**src/rtl/times_divider.sv**
```systemverilog
// times_divider: sequential restoring divider, one quotient bit per enabled clock.
// Latency: done pulses DIVIDEND_W enabled edges after the accepting edge; a zero
//          divisor completes on the first enabled edge after acceptance.
// Backpressure: enable=0 freezes the FSM and datapath; start is ignored while busy.
//
// Ports:
//   clk, rst_n          - clock, asynchronous active-low reset
//   enable              - 1 = advance, 0 = hold all working state
//   start               - request, taken only when busy=0 and enable=1
//   dividend, divisor   - operands, captured on an accepted start
//   quotient, remainder - registered results, held until the next completion
//   busy                - operation in flight
//   done                - one-cycle pulse when the results update
//   div_by_zero         - registered flag, valid with done, held with the results
module times_divider #(
    parameter int DIVIDEND_W = 6,
    parameter int DIVISOR_W  = 3
) (
    input  logic                  clk,
    input  logic                  rst_n,
    input  logic                  enable,
    input  logic                  start,
    input  logic [DIVIDEND_W-1:0] dividend,
    input  logic [DIVISOR_W-1:0]  divisor,
    output logic [DIVIDEND_W-1:0] quotient,
    output logic [DIVISOR_W-1:0]  remainder,
    output logic                  busy,
    output logic                  done,
    output logic                  div_by_zero
);

    localparam int CNT_W = (DIVIDEND_W > 1) ? $clog2(DIVIDEND_W) : 1;

    typedef enum logic {
        S_IDLE = 1'b0,
        S_CALC = 1'b1
    } state_t;

    // Registered state
    state_t                r_state;
    logic [CNT_W-1:0]      r_cnt;
    logic [DIVIDEND_W-1:0] r_dvd;
    logic [DIVISOR_W-1:0]  r_dvs;
    logic [DIVISOR_W:0]    r_prem;    // partial remainder, one bit wider than divisor
    logic [DIVIDEND_W-1:0] r_pquo;    // partial quotient, shifted in MSB first
    logic [DIVIDEND_W-1:0] r_quo;
    logic [DIVISOR_W-1:0]  r_rem;
    logic                  r_busy;
    logic                  r_done;
    logic                  r_dbz;

    // Next-state values
    state_t                w_state;
    logic [CNT_W-1:0]      w_cnt;
    logic [DIVIDEND_W-1:0] w_dvd;
    logic [DIVISOR_W-1:0]  w_dvs;
    logic [DIVISOR_W:0]    w_prem;
    logic [DIVIDEND_W-1:0] w_pquo;
    logic [DIVIDEND_W-1:0] w_quo;
    logic [DIVISOR_W-1:0]  w_rem;
    logic                  w_busy;
    logic                  w_done;
    logic                  w_dbz;

    // One restoring step: shift in the next dividend bit, subtract if it fits.
    logic [DIVISOR_W:0]    w_shift;
    logic [DIVISOR_W:0]    w_dvs_ext;
    logic                  w_fits;
    logic [DIVISOR_W:0]    w_step_rem;
    logic [DIVIDEND_W-1:0] w_step_quo;

    assign w_shift    = {r_prem[DIVISOR_W-1:0], r_dvd[r_cnt]};
    assign w_dvs_ext  = {1'b0, r_dvs};
    assign w_fits     = (w_shift >= w_dvs_ext);
    assign w_step_rem = w_fits ? (w_shift - w_dvs_ext) : w_shift;
    assign w_step_quo = {r_pquo[DIVIDEND_W-2:0], w_fits};

    always_ff @(posedge clk or negedge rst_n) begin
        if (!rst_n) begin
            r_state <= S_IDLE;
            r_cnt   <= '0;
            r_dvd   <= '0;
            r_dvs   <= '0;
            r_prem  <= '0;
            r_pquo  <= '0;
            r_quo   <= '0;
            r_rem   <= '0;
            r_busy  <= 1'b0;
            r_done  <= 1'b0;
            r_dbz   <= 1'b0;
        end else begin
            r_state <= w_state;
            r_cnt   <= w_cnt;
            r_dvd   <= w_dvd;
            r_dvs   <= w_dvs;
            r_prem  <= w_prem;
            r_pquo  <= w_pquo;
            r_quo   <= w_quo;
            r_rem   <= w_rem;
            r_busy  <= w_busy;
            r_done  <= w_done;
            r_dbz   <= w_dbz;
        end
    end

    always_comb begin
        w_state = r_state;
        w_cnt   = r_cnt;
        w_dvd   = r_dvd;
        w_dvs   = r_dvs;
        w_prem  = r_prem;
        w_pquo  = r_pquo;
        w_quo   = r_quo;
        w_rem   = r_rem;
        w_busy  = r_busy;
        w_done  = 1'b0;           // done is a pulse: drops on every edge not completing
        w_dbz   = r_dbz;

        case (r_state)
            S_IDLE: begin
                if (enable) begin
                    if (r_busy) begin
                        // Busy while IDLE only happens after accepting a zero
                        // divisor: report the saturated result one edge later.
                        w_busy = 1'b0;
                        w_done = 1'b1;
                        w_dbz  = 1'b1;
                        w_quo  = '1;
                        w_rem  = '0;
                    end else if (start) begin
                        w_dvd  = dividend;
                        w_dvs  = divisor;
                        w_busy = 1'b1;
                        w_prem = '0;
                        w_pquo = '0;
                        w_cnt  = CNT_W'(DIVIDEND_W - 1);
                        if (divisor != '0) begin
                            w_state = S_CALC;
                        end
                    end
                end
            end

            S_CALC: begin
                if (enable) begin
                    w_prem = w_step_rem;
                    w_pquo = w_step_quo;
                    if (r_cnt == '0) begin
                        w_state = S_IDLE;
                        w_busy  = 1'b0;
                        w_done  = 1'b1;
                        w_dbz   = 1'b0;
                        w_quo   = w_step_quo;
                        w_rem   = w_step_rem[DIVISOR_W-1:0];
                    end else begin
                        w_cnt = r_cnt - CNT_W'(1);
                    end
                end
            end

            default: begin
                w_state = S_IDLE;
            end
        endcase
    end

    assign quotient    = r_quo;
    assign remainder   = r_rem;
    assign busy        = r_busy;
    assign done        = r_done;
    assign div_by_zero = r_dbz;

endmodule

```
**config.mk**
```make
export PLATFORM = sky130hd
export DESIGN_NAME = times_divider
export DESIGN_NICKNAME = d
export VERILOG_FILES = /design/src/rtl/times_divider.sv
export SDC_FILE = /design/constraint.sdc
export NUM_CORES = 1
export LEC_CHECK = 0
export CORE_MARGIN = 8
export CORE_UTILIZATION = 44
export CTS_CLUSTER_SIZE = 10
export DETAILED_ROUTE_END_ITERATION = 16
export PLACE_DENSITY = 0.68
export RECOVER_POWER = 100
export SLEW_MARGIN = 0
export SYNTH_ARGS = -nofsm -noshare
export SYNTH_HDL_FRONTEND = slang
export SYNTH_SLANG_ARGS = --single-unit
```
**constraint.sdc**
```tcl
create_clock -name clk -period 4.65 [get_ports clk]
set_input_delay 0.93 -clock clk [delete_from_list [all_inputs] [get_ports clk]]
set_output_delay 0.93 -clock clk [all_outputs]
set_load 0.01 [all_outputs]
```
==> results of run 1 <==
-- flip-flops by register name, summed over array words and instances, names as in the netlist --
register     count
done             1
r_dvd            6
quotient         6
r_cnt            3
r_dvs            3
busy             1
remainder        3
div_by_zero      1
r_prem           3
r_state          1
r_pquo           5
-- metrics by stage --
step                      power [mW]  util (%)
after floorplan                0.934         -
after global placement          1.10      54.6
after detailed placement        1.13      54.6
after CTS                       1.32      56.7
after global routing            1.36      56.1
final                           1.25      56.1
-- how the worst min path moves through the flow --
stage / slack [ps] / to / start
6_report: 480 / quotient[3] / quotient[3]
5_1_grt: 520 / r_dvd[4] / r_dvd[4]
4_1_cts: 490 / quotient[3] / quotient[3]
3_5_place_dp: 470 / quotient[3] / quotient[3]
3_3_place_gp: 460 / remainder[1] / remainder[1]
2_1_floorplan: 450 / r_dvd[4] / r_dvd[4]
-- routing by layer --
layer  part of all wire (%)  global-route usage (%)  wire, um  vias to the layer above
met5                      0                       0         0                        -
met4                    1.3                    6.09        40                        0
met3                    8.1                    5.46       241                        4
met2                     48                    19.4      1440                       34
met1                     42                    13.0      1270                      526
li1                       -                       -         -                      535
-- placed cells by master, fill, tap and decap left out, drive strengths merged, types with 2 or more instances in the layout --
cell type and count:
clkdlybuf4s50 10, and3 2, nor2 6, o31ai 4, dlygate4sd3 14, o22a 2, a22o 6, nand2 19
mux2 9, a21oi 2, nor2b 4, ha 5, o21ai 13, and2 2, clkbuf 9, dfrtp 33
inv 8
-- cell type report --
| cell class | instances | area [um2] | area share [%] |
|---|---|---|---|
| clock buffers | 7 | 65.1 | 3.48 |
| flip-flops and latches | 33 | 826 | 44.1 |
| clock inverters | 1 | 5.00 | 0.268 |
| repair buffers | 26 | 248 | 13.2 |
| well taps | 46 | 57.6 | 3.08 |
| multi-input cells | 89 | 639 | 34.2 |
| inverters | 8 | 30.0 | 1.61 |
-- kinds of logic after synthesis --
logic type                 share of synthesized area [%]
muxes                                               8.96
adders and majority gates                           5.37
DFF                                                 53.7
AOI/OAI and AO/OA                                   15.7
and+or+nand+nor                                     11.8
xor gates and xnor gates                           0.570
buffers and inverters                               3.83
-- where the power goes --
part           switching (mW)  total, mW  internal (mW)
clock                  0.0956      0.183         0.0876
sequential             0.0920      0.506          0.414
combinational           0.275      0.560          0.285
total                   0.462       1.25          0.786
-- worst max-delay path: cells and delay by family (launching register included) --
kind / cells / cell delay [ps]
AOI/OAI and AO/OA: 3 / 780
DFF: 1 / 440
and+or+nand+nor: 2 / 260
muxes: 2 / 890
adders and majority gates: 2 / 390
==> run metrics, run 1 <==
outcome finished with violations; violated checks capacitance limit, slew limit; post-layout minimum cycle time ~2800 ps; GP Congestion a little under 0.9; total of cells resized after clock tree synthesis 0; fill cell total of the finished layout ~310; maximum number of pins on one net before global-route repair 34; Cell variety after synth 37; max-slew violation count 34; Worst Setup Path Type flop to flop; count of cells along the worst register-to-register path 9; global router's overall resource usage 12.0%; LEAKAGE ~0.86 nW; DP Area ~1800 um2; detailed-route wire length per cell about 14 um; final WL around 3.0 mm; diode insertion count for antenna repair 0; dpl cells around 200; max incr delay on CP just over 500 ps; top-count cell post-synth dfrtp_1; effective utilization at floorplan 46.0%; Hold Path Depth 2; Netlist Area Pre-Place 1540 um2; final net count about 180; leading post-synthesis cells by cell area dfrtp_1, mux2_2, nand2_1; DP Wirelength 2.23 mm; proportion of layout cells with a drive suffix above 1 about an eighth; final cycle utilization of the critical path 60.8%; fraction of post-synthesis cell area in the top cell type by area 53.7%; Power Density 667 nW/um2; Slew headroom -14.5%; Final Worst Setup Slack roughly 1800 ps; Post-CTS Setup Bufs 0; proportion of register bits with asynchronous set or reset after synthesis 100%; global-route wire length before repair slightly above 5 mm; Synth Warn # 0; CTS buffer count 5; CORE AREA 3340 um2; element type at the critical path start flop; RSZ-0062 raised after global routing no; number of standard cells after synthesis between 100 and 150; achievable clock frequency approximately 0.35 GHz; leading post-synthesis cells by instance count dfrtp_1, nand2_1, o21ai_0; r2r startpoint r_cnt[0]; max-capacitance violation count 1; Hold Crit Class flop to flop; cell breakdown of the critical path mux4_2 > nor2b_1 > nor2_1 > ha_1 > fa_1 > a21bo_1 > a211o_1 > mux2_1 > o21ai_0; ports placed on the boundary 25; number of nets produced by synthesis about 160; beginning of the critical path r_cnt[0]; relative area change from synthesis to final layout 21.7%; CTS hold repair buffers 0; Most used DFF post-synth dfrtp_1; die extent in x 75.1 um; CP Capture Type flop; Critical Path RT 4900 ps; average instance area after synthesis around 11 um2; antenna violations before repair 0; transition at the pin with the smallest max-transition slack approximately 1700 ps; sequential-to-total area share from yosys stat 53.7%; library cell contributing the largest single delay on the critical path mux4_2; number of remaining DRC errors 0; Clk Latency, worst-skew pair about 330 ps; Crit Path Max Fanout 6; Root Buffer Master clkbuf_4; library cell with the largest summed area after synthesis dfrtp_1; Data arrival, critical path 3070 ps; Critical Path Sink r_prem[1]; sink count of the clock tree 33; Via-to-Cell Ratio 5.23; Setup Viol. Count Final 0; die extent in y about 75 um; Synth Register Bits 33; overall die area around 5600 um2; flop-to-flop setup slack 1820 ps; smallest hold slack 483 ps; number of flops mapped to enable cells by yosys 0; pre-CTS setup slack just under 2000 ps; cell row count 21; Finished Layout Cells between 200 and 250; global-route congestion overflow total 0; r2r endpoint r_prem[1]; Initial DRC Count 70; number of endpoints with negative hold slack in the final report 0; count of input and output buffers 24; number of global-route vias before repair between 1k and 1.5k; clock transition at the registers of the reported paths about 100 ps; deepest level of the CTS H-tree 2; fin area between 1500 and 2000 um2; router iterations before antenna repair 4; setup TNS after final layout 0 ps; worst ir drop on vdd ~0.26 mV; CTS tree built; worst clock skew a little under 10 ps; post-detailed-route count of antenna-violating nets 0; buffer depth of the longest clock path 2; vias after detailed routing 1,099
Note: power is estimated with default switching activity, not from simulation.
==> inputs of run 2 (changes only) <==
PLACE_DENSITY = 0.7   (was 0.68)
clock period = 2.45 ns   (was 4.65 ns; I/O delays follow)
==> run 2 against run 1 <==
The run ends with setup timing left. Sequential cell count unchanged. Routed wire length increased by 7.8%. Combinational power rose to 2.6 times the previous value. Highest routed layer unchanged. Count of clock-buffer cells in the layout unchanged. Largest power group unchanged. Global-route usage increased by 0.81 points. Die area is the same.
==> run metrics, run 2 (synthesis gave the netlist of run 1 again) <==
fin area between 1500 and 2000 um2; overall die area around 5600 um2; global-route congestion overflow total 0; commonest non-fill, non-tap cells in the layout dfrtp_1, clkdlybuf4s50_1, nand2_1; ports placed on the boundary 25; flop-to-flop setup slack -180 ps; router iterations before antenna repair 4; CTS buffer count 5; CORE AREA approximately 3300 um2; Power Density approximately 1400 nW/um2; antenna violations before repair 0; die extent in x 75.1 um; buffer depth of the longest clock path 2; Hold Path Depth 2; number of endpoints with negative hold slack in the final report 0; r2r endpoint r_prem[0]; max incr delay on CP just over 500 ps; Slew headroom between 40% and 50%; post-detailed-route count of antenna-violating nets 0; setup TNS after final layout -914 ps; deepest level of the CTS H-tree 2; most common cell after layout, fill and taps aside dfrtp_1; final WL approximately 3.2 mm; maximum number of pins on one net before global-route repair 34; sink count of the clock tree 33; cell row count 21; Critical Path RT ~2700 ps; element type at the critical path start flop; worst clock skew ~12 ps; transition at the pin with the smallest max-transition slack slightly below 800 ps; final cycle utilization of the critical path 107%; max-capacitance violation count 0; count of cells along the worst register-to-register path 9; DP Area approximately 1900 um2; CTS tree built; Setup Viol. Count Final 8; global-route wire length before repair ~5.5 mm; fill cell total of the finished layout 284; Crit Path Max Fanout 5; effective utilization at floorplan roughly 46%; number of global-route vias before repair ~1.2k; proportion of layout cells with a drive suffix above 1 between 20 and 25%; final net count 191; Worst Setup Path Type flop to flop; LEAKAGE about 0.91 nW; diode insertion count for antenna repair 0; violated checks setup timing; CP Capture Type flop; Hold Crit Class flop to flop; smallest hold slack slightly below 500 ps; Via-to-Cell Ratio 5.29; achievable clock frequency 0.380 GHz; library cell contributing the largest single delay on the critical path mux4_2; relative area change from synthesis to final layout 29.9%; Data arrival, critical path 2860 ps; r2r startpoint r_cnt[0]; Final Worst Setup Slack -181 ps; detailed-route wire length per cell between 10 and 15 um; outcome finished with violations; Initial DRC Count 73; vias after detailed routing between 1k and 1.5k; Clk Latency, worst-skew pair about 340 ps; clock transition at the registers of the reported paths 100 ps; Root Buffer Master clkbuf_4; footprint of the flip-flops and latches around 830 um2; count of input and output buffers 24; RSZ-0062 raised after global routing yes; post-layout minimum cycle time ~2600 ps; max-slew violation count 0; area of combinational cells with multiple inputs just under 700 um2; number of remaining DRC errors 0; die extent in y about 75 um; worst ir drop on vdd 0.773 mV; DP Wirelength 2.37 mm; global router's overall resource usage between 10 and 15%; beginning of the critical path r_cnt[0]; cell breakdown of the critical path mux4_2 > nor2b_4 > nor2_1 > ha_2 > fa_2 > a21bo_1 > a211o_4 > and2_4 > o31ai_1; Critical Path Sink r_prem[0]; GP Congestion roughly 0.8
[run 2: metal layers]
| metal | global-route usage, % | part of all wire [%] | up-vias |
|---|---|---|---|
| met1 | 13.7 | 39 | 567 |
| li1 | - | - | 552 |
| met3 | 5.06 | 7.7 | 5 |
| met2 | 22.0 | 52 | 34 |
| met4 | 5.43 | 1.1 | 0 |
| met5 | 0 | 0 | - |
[run 2: power by group]
group	leakage [nW]	switching (mW)	internal [mW]
clock	0.0413	0.183	0.166
combinational	0.456	0.631	0.829
sequential	0.409	0.194	0.785
total	0.907	1.01	1.78
[run 2: what timing repair did]
action | 4_1_cts | 5_1_grt
setup buffers | 1 | 2
pin swaps | 1 | 2
gates resized for setup | 1 | 10
gates cloned | 0 | 0
hold buffers | 0 | 0
endpoints found under the setup margin | 7 | 8
[run 2: area by class of cell]
class / count / area share (%)
clock buffer: 7 / 3.26
tap: 46 / 2.88
multi-input combinational: 89 / 34.5
sequential: 33 / 41.4
timing repair buffer: 35 / 16.2
clock inverter: 1 / 0.251
inverter: 8 / 1.50
[run 2: worst min-delay path by stage]
stage,startpoint,to,slack (ps)
4_1_cts,quotient[5],quotient[5],500
2_1_floorplan,rst_n,busy,190
5_1_grt,quotient[5],quotient[5],530
6_report,quotient[5],quotient[5],490
3_5_place_dp,quotient[5],quotient[5],470
3_3_place_gp,quotient[5],quotient[5],460
[run 2: worst max-delay path, delay by kind of cell (launching register included)]
family          cells  cell delay (ps)
simple gates        3              410
compound gates      3              830
fa+ha+maj           2              370
mux                 1              510
flops               1              410
[run 2: metrics by stage]
| step | utilization (%) | total power, mW | std cells | setup WS (ps) |
|---|---|---|---|---|
| 4_1_cts | 58.5 | 2.65 | 217 | -150 |
| 3_5_place_dp | 56.0 | 2.24 | 208 | -177 |
| 2_1_floorplan | - | 1.78 | 136 | -84.0 |
| 6_report | 59.8 | 2.79 | 219 | -181 |
| 3_3_place_gp | 56.0 | 2.17 | 208 | -66.4 |
| 5_1_grt | 59.8 | 3.00 | 219 | -323 |
==> inputs of run 3 (changes only) <==
--- a/config.mk
+++ b/config.mk
@@ -11,2 +11,3 @@
 export DETAILED_ROUTE_END_ITERATION = 16
+export GPL_TIMING_DRIVEN = 0
 export PLACE_DENSITY = 0.7
--- a/constraint.sdc
+++ b/constraint.sdc
@@ -3,2 +3,2 @@
 set_output_delay 0.49 -clock clk [all_outputs]
-set_load 0.01 [all_outputs]
+set_load 0.05 [all_outputs]
==> run 3 against run 2 <==
The run ends with capacitance limit, slew limit, setup timing left. Clock power is 44% higher. Count of clock-buffer cells in the layout is 2 lower. Non-clock buffer count is 2 higher. Cell count is 0.91% higher. Setup slack better by 53 ps. Sequential share of layout area is 0.40 points lower. Die area stayed put. Global-route usage is 0.18 points higher. Fmax is 2.1% higher. Hold slack worse by 4.0 ps. Routed wire length is 0.90% higher. Critical path type unchanged.
==> run metrics, run 3 (synthesis gave the netlist of run 1 again) <==
relative area change from synthesis to final layout 31.4%; Total Power 3.11 mW; maximum number of pins on one net before global-route repair 34; antenna violations before repair 0; sink count of the clock tree 33; pre-CTS setup slack -282 ps; smallest hold slack around 490 ps; switching power total approximately 1.2 mW; number of remaining DRC errors 0; proportion of layout cells with a drive suffix above 1 22.9%; final cycle utilization of the critical path 105%; router iterations before antenna repair 4; Setup Viol. Count Final 8; effective utilization at floorplan between 40% and 50%; diode insertion count for antenna repair 0; vias after detailed routing ~1.1k; outcome finished with violations; ports placed on the boundary 25; max-capacitance violation count 1; count of input and output buffers 24; post-layout minimum cycle time roughly 2600 ps; fraction of the core area covered by cells at the end of the flow 60.5%; worst ir drop on vdd approximately 0.54 mV; number of global-route vias before repair ~1.1k; Hold Path Depth 2; final WL roughly 3.3 mm; clock network fraction of total power between 15 and 20%; CTS hold repair buffers 0; post-detailed-route count of antenna-violating nets 0; commonest non-fill, non-tap cells in the layout dfrtp_1, nand2_1, dlygate4sd3_1; Root Buffer Master clkbuf_4; global router's overall resource usage 13.0%; worst clock skew about 9.1 ps; Power Density ~1500 nW/um2; die extent in y about 75 um; dpl cells 206; area of combinational cells with multiple inputs roughly 690 um2; max-slew violation count 34; transition at the pin with the smallest max-transition slack 1710 ps; die extent in x roughly 75 um; switching part of the total approximately two fifths; fill cell total of the finished layout ~300; element type at the critical path start flop; CTS tree built; CP Capture Type flop; deepest level of the CTS H-tree 2; Hold Crit Class flop to flop; Finished Layout Cells ~220; final net count between 150 and 200; clock transition at the registers of the reported paths 100 ps; most common cell after layout, fill and taps aside dfrtp_1; count of cells along the worst register-to-register path 9; buffer depth of the longest clock path 2; number of endpoints with negative hold slack in the final report 0; violated checks capacitance limit, slew limit, setup timing; Final Worst Setup Slack -127 ps; Data arrival, critical path 2810 ps; GP Congestion approximately 0.79; global-route wire length before repair between 5 and 6 mm; global-route congestion overflow total 0; Crit Path Max Fanout 5; CORE AREA about 3300 um2; cell row count 21; Critical Path RT roughly 2700 ps; footprint of the flip-flops and latches about 830 um2; Via-to-Cell Ratio slightly above 5; Initial DRC Count 42; RSZ-0062 raised after global routing yes; overall die area 5640 um2; achievable clock frequency ~0.39 GHz; share of total power in sequential cells about 30%; Slew headroom -14.0%; Worst Setup Path Type flop to flop; combinational power share about 53%; DP Wirelength about 2.4 mm; CTS buffer count 5; Clk Latency, worst-skew pair roughly 340 ps; LEAKAGE 0.930 nW; Pint 1.87 mW; detailed-route wire length per cell approximately 15 um
==> run 3: changes by cell type in the layout (fill, tap and decap cells not counted), moves of 2 or more <==
cell             previous run  this run
buf_6                       2         0
clkbuf_8                    2         0
bufinv_16                   0         2
clkbuf_1                    1         6
dlygate4sd3_1               3        13
clkdlybuf4s50_1            21        10
==> run 3: timing repair <==
item	in CTS	in global routing
buffers inserted	4	3
pin swaps	5	3
gates resized for setup	7	5
gates cloned	0	0
endpoints found under the setup margin	8	8
==> run 3: layer usage <==
layer  global-route usage, %  wire (um)  part of all wire (%)  vias to the layer above
li1                        -          -                     -                      552
met1                    13.3       1270                    39                      543
met4                    6.96         48                   1.5                        0
met3                    3.86        221                   6.8                        5
met2                    23.3       1710                    53                       29
met5                       0          0                     0                        -
==> run 3: worst paths after layout <==
| kind | startpoint | endpoint | slack [ps] |
|---|---|---|---|
| worst max-delay path | r_cnt[0] | r_pquo[0] | -130 |
| worst min register to register | quotient[5] | quotient[5] | 490 |
| min in group asynchronous | rst_n | remainder[1] | 580 |
| max in group asynchronous | rst_n | r_cnt[0] | 760 |
| worst min-delay path | quotient[5] | quotient[5] | 490 |
| worst max register to register | r_cnt[0] | r_pquo[0] | -130 |
==> run 3: layout make-up <==
type / instances / share of cell area (%)
buffer: 6 / 1.18
clock buffer: 5 / 1.86
clock inverter: 3 / 3.22
inverter: 8 / 1.49
multi-input combinational: 89 / 34.2
sequential: 33 / 41.0
tap: 46 / 2.85
timing repair buffer: 31 / 14.2
==> run 3: power groups by stage <==
| stage | clock network (mW) | logic (mW) | registers [mW] |
|---|---|---|---|
| 2_1_floorplan | 0 | 0.820 | 1.18 |
| 5_1_grt | 0.538 | 1.81 | 0.978 |
| 4_1_cts | 0.514 | 1.57 | 0.951 |
| 6_report | 0.503 | 1.66 | 0.946 |
| 3_5_place_dp | 0 | 1.45 | 0.962 |
| 3_3_place_gp | 0 | 1.40 | 0.943 |
==> run 3: critical path, stage by stage (launching register included) <==
cell and delay, ps:
dfrtp_2 400, mux4_2 510, nor2b_4 150, nor2_4 80
ha_2 180, fa_2 190, a21bo_1 210, a211o_4 360
buf_4 150, a22o_2 240
==> run 3: stage by stage <==
step	area (um2)	setup TNS, ps
6_report	2020	-744
5_1_grt	2020	-1260
4_1_cts	1990	-1250
3_5_place_dp	1830	-1800
3_3_place_gp	1840	-1080
2_1_floorplan	1540	-221
